### config.mk
export PLATFORM = sky130hd
export DESIGN_NAME = luhn_gen
export DESIGN_NICKNAME = d
export VERILOG_FILES = /design/src/rtl/luhn_gen.sv
export SDC_FILE = /design/constraint.sdc
export NUM_CORES = 1
export LEC_CHECK = 0
export BUFFER_PORTS_ARGS = -buffer_cell sky130_fd_sc_hd__buf_2
export CAP_MARGIN = 20
export CORE_AREA = 10 10 94 104
export CTS_CLUSTER_SIZE = 10
export DETAILED_ROUTE_END_ITERATION = 16
export DIE_AREA = 0 0 104 114
export PLACE_DENSITY_LB_ADDON = 0.2
export SLEW_MARGIN = 20
export SYNTH_ARGS = -nofsm -noshare
export SYNTH_HDL_FRONTEND = slang
export SYNTH_SLANG_ARGS = --single-unit
### constraint.sdc
create_clock -name clock -period 7.01 [get_ports clock]
set_input_delay 1.0515 -clock clock [delete_from_list [all_inputs] [get_ports clock]]
set_output_delay 1.0515 -clock clock [all_outputs]
set_load 0.02 [all_outputs]
### src/rtl/luhn_gen.sv
// luhn_gen: loads a 15-digit BCD payload, computes the Luhn check digit and
// streams check digit first, then the payload right-to-left, one digit per
// consumer advance pulse.
// Optional feature macro: LUHN_GEN_CORRUPT_EN adds input 'corrupt', which bumps
// the check digit by one (mod 10) when sampled high in CALC.
module luhn_gen (
  input  logic       clock,
  input  logic       reset,
  input  logic [3:0] din,
  input  logic       din_valid,
  output logic       din_ready,
  input  logic       run,
  output logic [3:0] dout,
  output logic       dout_active,
  input  logic       dout_req,
  output logic [3:0] check_digit,
  output logic       check_valid,
  output logic       err
`ifdef LUHN_GEN_CORRUPT_EN
  ,
  input  logic       corrupt
`endif
);

  typedef enum logic [1:0] {LOAD, CALC, READY, SEND} state_t;

  state_t     state, state_nxt;
  logic [3:0] cnt;
  logic [7:0] sum;
  logic [3:0] oidx;
  logic [3:0] payload [15];

  logic       accept, reject;
  logic [4:0] dbl, addend;
  logic [3:0] sum_mod, cd_calc, cd_final;

  // Accept/reject decode and Luhn digit weighting. Even indices are doubled
  // because index 14 sits next to the check digit.
  always_comb begin
    accept  = (state == LOAD) && din_valid && (din <= 4'd9);
    reject  = (state == LOAD) && din_valid && (din > 4'd9);
    dbl     = {din, 1'b0};
    addend  = cnt[0] ? {1'b0, din} : ((dbl > 5'd9) ? dbl - 5'd9 : dbl);
    sum_mod = 4'(sum % 8'd10);
    cd_calc = (sum_mod == 4'd0) ? 4'd0 : 4'd10 - sum_mod;
`ifdef LUHN_GEN_CORRUPT_EN
    cd_final = corrupt ? ((cd_calc == 4'd9) ? 4'd0 : cd_calc + 4'd1) : cd_calc;
`else
    cd_final = cd_calc;
`endif
  end

  // State register
  always_ff @(posedge clock) begin
    if (reset) state <= LOAD;
    else       state <= state_nxt;
  end

  // Next-state logic; run is only honoured once the check digit exists
  always_comb begin
    state_nxt = state;
    case (state)
      LOAD:    if (accept && cnt == 4'd14) state_nxt = CALC;
      CALC:    state_nxt = READY;
      READY:   if (run) state_nxt = SEND;
      SEND:    if (!run) state_nxt = LOAD;
      default: state_nxt = LOAD;
    endcase
  end

  // Load counter, running sum, check digit, output index and error pulse
  always_ff @(posedge clock) begin
    if (reset) begin
      cnt         <= 4'd0;
      sum         <= 8'd0;
      oidx        <= 4'd15;
      check_digit <= 4'd0;
      err         <= 1'b0;
    end else begin
      err <= reject;
      case (state)
        LOAD: if (accept) begin
          cnt <= cnt + 4'd1;
          sum <= sum + {3'b0, addend};
        end
        CALC:  check_digit <= cd_final;
        READY: oidx <= 4'd15;
        SEND: begin
          if (!run) begin
            cnt  <= 4'd0;
            sum  <= 8'd0;
            oidx <= 4'd15;
          end else if (dout_req && oidx != 4'd0) begin
            oidx <= oidx - 4'd1;
          end
        end
        default: ;
      endcase
    end
  end

  // Payload storage; only digits written in the current load are ever read
  always_ff @(posedge clock) begin
    if (accept) payload[cnt] <= din;
  end

  // Status and stream outputs; index 15 selects the check digit
  always_comb begin
    din_ready   = (state == LOAD);
    check_valid = (state == READY) || (state == SEND);
    dout_active = (state == SEND);
    dout        = 4'd0;
    if (state == SEND) dout = (oidx == 4'd15) ? check_digit : payload[oidx];
  end

endmodule

### Word level (Yosys, flattened, before mapping)

Memory sizes are Yosys's and may differ from the RTL's. A register that Yosys moved wholly into a read port is not among the register bits.
Index checks and enable logic that the tools add are counted.
W data, S select, Z words.

| word-level totals | value |
|---|---|
| bits of input ports | 9 |
| memory bits (writable) | 60 |
| memories | 1 |
| bits in registers | 23 |
| output and inout port bits | 12 |
| word-level logic and storage cells | 62 |

Memories:

| name | words | width | rd ports | clocked after memory_dff | wr ports | RTL line | source |
|---|---|---|---|---|---|---|---|
| payload | 15 | 4 | 1 | 1 | 1 | 31 | `logic [3:0] payload [15];` |

| operators by class | value |
|---|---|
| multiplexer cells | 22 |
| equality and inequality tests | 10 |
| $add $sub $neg | 5 |
| $lt $le $gt $ge | 3 |
| divide/modulo/power cells | 1 |
| reduce and logical (&&, ||, !) cells | 14 |

Operators by type and width:

| kind | count |
|---|---|
| $mux W4 | 9 |
| $mux W8 | 2 |
| $pmux W4 S2 | 2 |
| $pmux W8 S2 | 1 |
| $mux W5 | 2 |
| $add A8 B5 Y8 | 1 |
| $eq A4 B4 Y1 const B | 2 |
| $mod A8 B4 Y8 const B | 1 |
| $pmux W2 S4 | 1 |
| $mux W2 | 3 |
| $reduce_and A3 Y1 | 2 |
| $gt A5 B4 Y1 const B | 1 |
| $logic_and A1 B1 Y1 | 5 |
| $sub A5 B4 Y5 const B | 1 |
| $add A4 B1 Y4 const B | 1 |
| $eq A2 B2 Y1 const B | 2 |
| $gt A4 B4 Y1 const B | 1 |
| $le A4 B4 Y1 const B | 1 |
| $logic_not A4 Y1 | 1 |
| $ne A2 B1 Y1 const B | 2 |
| $ne A2 B2 Y1 const B | 2 |
| $reduce_bool A2 Y1 | 2 |
| $reduce_bool A4 Y1 | 1 |
| $sub A4 B1 Y4 const B | 1 |
| other kinds (7) | 8 |

### Depth between registers and ports, before layout

| depth | value |
|---|---|
| depth in word-level cells | 7 |
| gate-level depth with buffers | 16 |
| mapped depth without buffers | 16 |

### Worst setup path before layout

OpenSTA, ideal clock, no wires.

| timing | value |
|---|---|
| kind | input-to-reg |
| start | input port din[0] |
| end | register sum[6] |
| setup time | 0.115 ns |
| path buffers | 0 |
| data arrival time | 3.211 ns |
| slack | 3.685 ns |
| stages on the path | 16 |
| data required time | 6.895 ns |
| cells stage by stage | inv_1 > ha_1 > nor2b_1 > or2_2 > xnor2_1 > nor2_1 > a21o_1 > inv_1 > fa_1 > inv_1 > a21oi_1 > o21bai_1 > a21oi_1 > nor3b_1 > xnor2_1 > nor2_1 |

| between the ends | value |
|---|---|
| cells in the longest elaborated chain, start to end | 6 |
| elaborated cells on any way between the ends | 11 |
| classes of those cells | 2 x add/sub; 2 x order compare; 1 x eq/ne; 4 x mux; 2 x reduce/logical |

Ends and longest elaborated chain:

| what | RTL line | source |
|---|---|---|
| start, declared | 9 | `input logic [3:0] din,` |
| $sub A5 B4 Y5 or $gt A5 B4 Y1 (tied branches) | 43 | `addend = cnt[0] ? {1'b0, din} : ((dbl > 5'd9) ? dbl - 5'd9 : dbl);` |
| $mux W5 (2 in a row) | 43 |  |
| $add A8 B5 Y8 | 84 | `sum <= sum + {3'b0, addend};` |
| $mux W8 | 82 | `LOAD: if (accept) begin` |
| $pmux W8 S2 | 81 | `case (state)` |
| end signal, assigned | 84 |  |
| end, declared | 29 | `logic [7:0] sum;` |

Several ways; a longest one is shown, not always the timed one. The select of a mux whose other input is x is not followed.
A chain may end at the register's enable or synchronous reset.

==> parameters.txt <==
Parameter                              Value

Route
  Wire length per cell    17.3 um
  Detail Route Antenna Nets    0
  Number of DRC violations after detailed routing    0
  Violation count after the first detailed-routing iteration    249
  Count of vias placed by the detailed router    2903
  Via-per-instance ratio    5.75
  1st-pass router iterations    5
  Total Routed Length    8740 um

Synthesis
  Synth async-reset ratio    0%
  Synthesized area per cell    11.6 um2
  Most used flip-flop cell after synthesis    sky130_fd_sc_hd__edfxtp_1
  Share of synthesized area spent on multiplexers    10.8%
  Number of instances in the synthesized netlist    382
  Syn Nets    409
  Post-synthesis share of cell area spent on xor and xnor gates    3.16%
  Post-synth cell types    58
  Post-synthesis simple-gate area fraction    13.8%
  Share of synthesized cell area in full adder, half adder and majority cells    5.24%
  Flip-flop and latch count after synthesis    87
  Area of the mapped netlist    4440 um2
  Number of enable flip-flop cells after synthesis    60
  Area fraction in compound gates after synthesis    10.1%
  Sequential-to-total area share from yosys stat    52.7%
  Largest family of logic cells by synthesized area    simple AND/OR/NAND/NOR gates
  Number of warnings issued by yosys    0

STA
  Number of endpoints with negative hold slack in the final report    0
  Number of setup violations in the final report    0
  Max Transition Viols Final    0
  Final worst clock skew    0.0111 ns
  RSZ-0062 raised after global routing    no
  Hold slack final    0.513 ns
  Final min period    3.61 ns
  Least-Margin Pin Slew    0.859 ns
  Setup Total Neg Slack    0 ns
  Highest attainable clock frequency    277 MHz
  Worst slew slack as a fraction of its limit    42.3%
  Part of the cycle the worst path needs    51.4%

Place
  Cell Area, Placed    4570 um2
  Post-DP HPWL    6280 um
  Routability congestion estimate    0.867
  Number of buffer cells added on primary ports    20
  Placed Cells incl. Taps    489

Setup path
  Worst r2r dst    check_digit[2]$_SDFFE_PP0N_
  Source of the worst register-to-register timing path    sum[5]$_SDFFE_PP0P_
  R2r worst-path depth    7
  Category of the worst setup path capture point    primary output
  Required time of the worst setup path    5.96 ns
  Start-to-end type of the worst setup path    flip-flop to primary output
  Critical path arrival    2.55 ns
  Worst setup SP type    flip-flop
  Maximum fanout count along the critical path    16
  Flop-to-flop setup slack    4.57 ns

CTS
  Clk Latency, worst-skew pair    0.36 ns
  Worst-case clock buffer depth    2
  Total setup buffers inserted after CTS    0
  # resized after CTS    0
  Number of sinks handled by clock tree synthesis    87
  Register clock-pin slew on the reported worst setup and hold paths    0.08 ns
  Clock Tree Root    sky130_fd_sc_hd__clkbuf_8
  CTS H-tree lvls    3
  CTS tree    yes
  CTS Hold Buffers Added    0
  Number of buffers created by CTS    9

Cells and area
  Design area    4750 um2
  Area Growth Syn to Fin    7.04%
  Share of final-layout standard cells stronger than drive strength 1    15.4%
  Antenna diode count    0
  Post-layout nets    419
  Count of non-filler cells in the finished layout    505

GRT
  GRT Total Usage    15.3%
  Antenna violations before repair    0
  Largest net degree at the start of global routing    22
  Via count of the first global-routing pass    2797
  Total congestion overflow    0
  First-pass GRT wire length    14600 um

Power and ir drop
  Leak    0.00178 uW
  Maximum VDD drop    0.125 mV
  Power density over the cells    204 nW/um2

Worst hold path
  Start point of the worst hold path    check_digit[1]$_SDFFE_PP0N_
  End point of the most critical hold path    check_digit[1]$_SDFFE_PP0N_
  Hold WC Path Type    flip-flop to flip-flop
  Cell count of the worst hold path    2

Floorplan
  Initial standard-cell utilization of the core    57.4%
  Core area    7740 um2
  Horizontal die dimension    104 um
  Area of the die    11900 um2
  Number of primary I/O pins    21
  Number of placement rows    34
  Die Height    114 um

Run status
  Result of the run    finished, final reports clean

Job
  Count of max-cap constraint violations    0
## critical path, stage by stage, from the launching register on
cell	delay, ns
sky130_fd_sc_hd__dfxtp_2	0.70
sky130_fd_sc_hd__mux4_2	0.61
sky130_fd_sc_hd__mux4_2	0.52
sky130_fd_sc_hd__mux2i_1	0.15
sky130_fd_sc_hd__nor2b_1	0.06
sky130_fd_sc_hd__buf_2	0.15
## area by class of cell
cell class | count | area, um2
Clock buffer | 9 | 124
Clock inverter | 7 | 56.3
Fill cell | 650 | 2990
Inverter | 21 | 78.8
Multi-Input combinational cell | 253 | 1920
Sequential cell | 87 | 2340
Tap cell | 108 | 135
Timing Repair Buffer | 20 | 100
## how the worst max path moves through the flow
stage | from | end | cells after the start
global placement | din[0] | sum[6]$_SDFFE_PP0P_ | 17
finish | flip-flop | dout[3] | 5
global route | din[0] | sum[6]$_SDFFE_PP0P_ | 17
detailed placement | din[0] | sum[6]$_SDFFE_PP0P_ | 17
floorplan | din[0] | sum[6]$_SDFFE_PP0P_ | 16
CTS | flip-flop | dout[3] | 5
## per-layer routing
metal,vias up,global-route usage (%),routed length (um)
met5,-,0,0
met4,0,5.94,177
met3,14,3.50,482
met2,78,24.3,4190
met1,1396,20.0,3890
li1,1415,-,-
## placed cells by master, fill, tap and decap left out, types with 12 or more instances in the layout
master	instances
sky130_fd_sc_hd__a21oi_1	13
sky130_fd_sc_hd__nand2_1	22
sky130_fd_sc_hd__mux4_2	16
sky130_fd_sc_hd__buf_2	20
sky130_fd_sc_hd__mux2i_1	12
sky130_fd_sc_hd__xnor2_1	13
sky130_fd_sc_hd__nor2_1	42
sky130_fd_sc_hd__o21ai_0	16
sky130_fd_sc_hd__edfxtp_1	60
sky130_fd_sc_hd__inv_1	20
sky130_fd_sc_hd__ha_1	17
sky130_fd_sc_hd__dfxtp_1	26
sky130_fd_sc_hd__nor3_1	13
## metrics by stage
stage          setup WS (ns)  total power (uW)  utilization [%]
2_1_floorplan           3.68               645                -
4_1_cts                 2.95               977             61.4
6_report                3.40               972             61.4
3_5_place_dp            3.17               667             59.0
5_1_grt                 3.21              1010             61.4
3_3_place_gp            3.30               665             59.0
## cell usage after synthesis, types with 3 or more instances
| cell type | instances | share of area, % |
|---|---|---|
| sky130_fd_sc_hd__edfxtp_1 | 60 | 41 |
| sky130_fd_sc_hd__nor2_1 | 42 | 3.6 |
| sky130_fd_sc_hd__dfxtp_1 | 27 | 12 |
| sky130_fd_sc_hd__nand2_1 | 22 | 1.9 |
| sky130_fd_sc_hd__inv_1 | 20 | 1.7 |
| sky130_fd_sc_hd__ha_1 | 17 | 4.8 |
| sky130_fd_sc_hd__mux4_2 | 16 | 8.1 |
| sky130_fd_sc_hd__o21ai_0 | 16 | 1.8 |
| sky130_fd_sc_hd__a21oi_1 | 13 | 1.5 |
| sky130_fd_sc_hd__nor3_1 | 13 | 1.5 |
| sky130_fd_sc_hd__xnor2_1 | 13 | 2.6 |
| sky130_fd_sc_hd__mux2i_1 | 12 | 2.7 |
| sky130_fd_sc_hd__clkbuf_1 | 11 | 0.93 |
| sky130_fd_sc_hd__nand2b_1 | 9 | 1.3 |
| sky130_fd_sc_hd__a22oi_1 | 7 | 1.2 |
| sky130_fd_sc_hd__nor2b_1 | 7 | 0.99 |
| sky130_fd_sc_hd__and3_1 | 6 | 0.85 |
| sky130_fd_sc_hd__a21o_1 | 5 | 0.85 |
| sky130_fd_sc_hd__buf_2 | 5 | 0.56 |
| sky130_fd_sc_hd__nand3_1 | 5 | 0.56 |
| sky130_fd_sc_hd__nor3b_1 | 5 | 0.85 |
| sky130_fd_sc_hd__buf_4 | 3 | 0.51 |
| sky130_fd_sc_hd__o21bai_1 | 3 | 0.51 |
| sky130_fd_sc_hd__or2_2 | 3 | 0.42 |
| sky130_fd_sc_hd__xor2_1 | 3 | 0.59 |
## flip-flops by register name, summed over array words and instances (netlist names), named ones only
name         flops
payload         60
check_digit      4
err              1
cnt              4
oidx             4
state            2
sum              8
## cells by family (layout without fill, tap and decap cells)
kind of cell / after synthesis / count (layout)
simple gates: 124 / 124
flops: 87 / 87
compound gates: 67 / 67
buf+inv: 42 / 57
mux: 28 / 28
fa+ha+maj: 18 / 18
xor+xnor: 16 / 16
## where the power goes
group          internal, uW  switching, uW  leakage, uW  total [uW]
registers               554           13.2     0.000759         567
logic                  37.7           51.5     0.000940        89.1
clock network           132            183    0.0000854         316
Note: power is estimated with default switching activity, not from simulation.
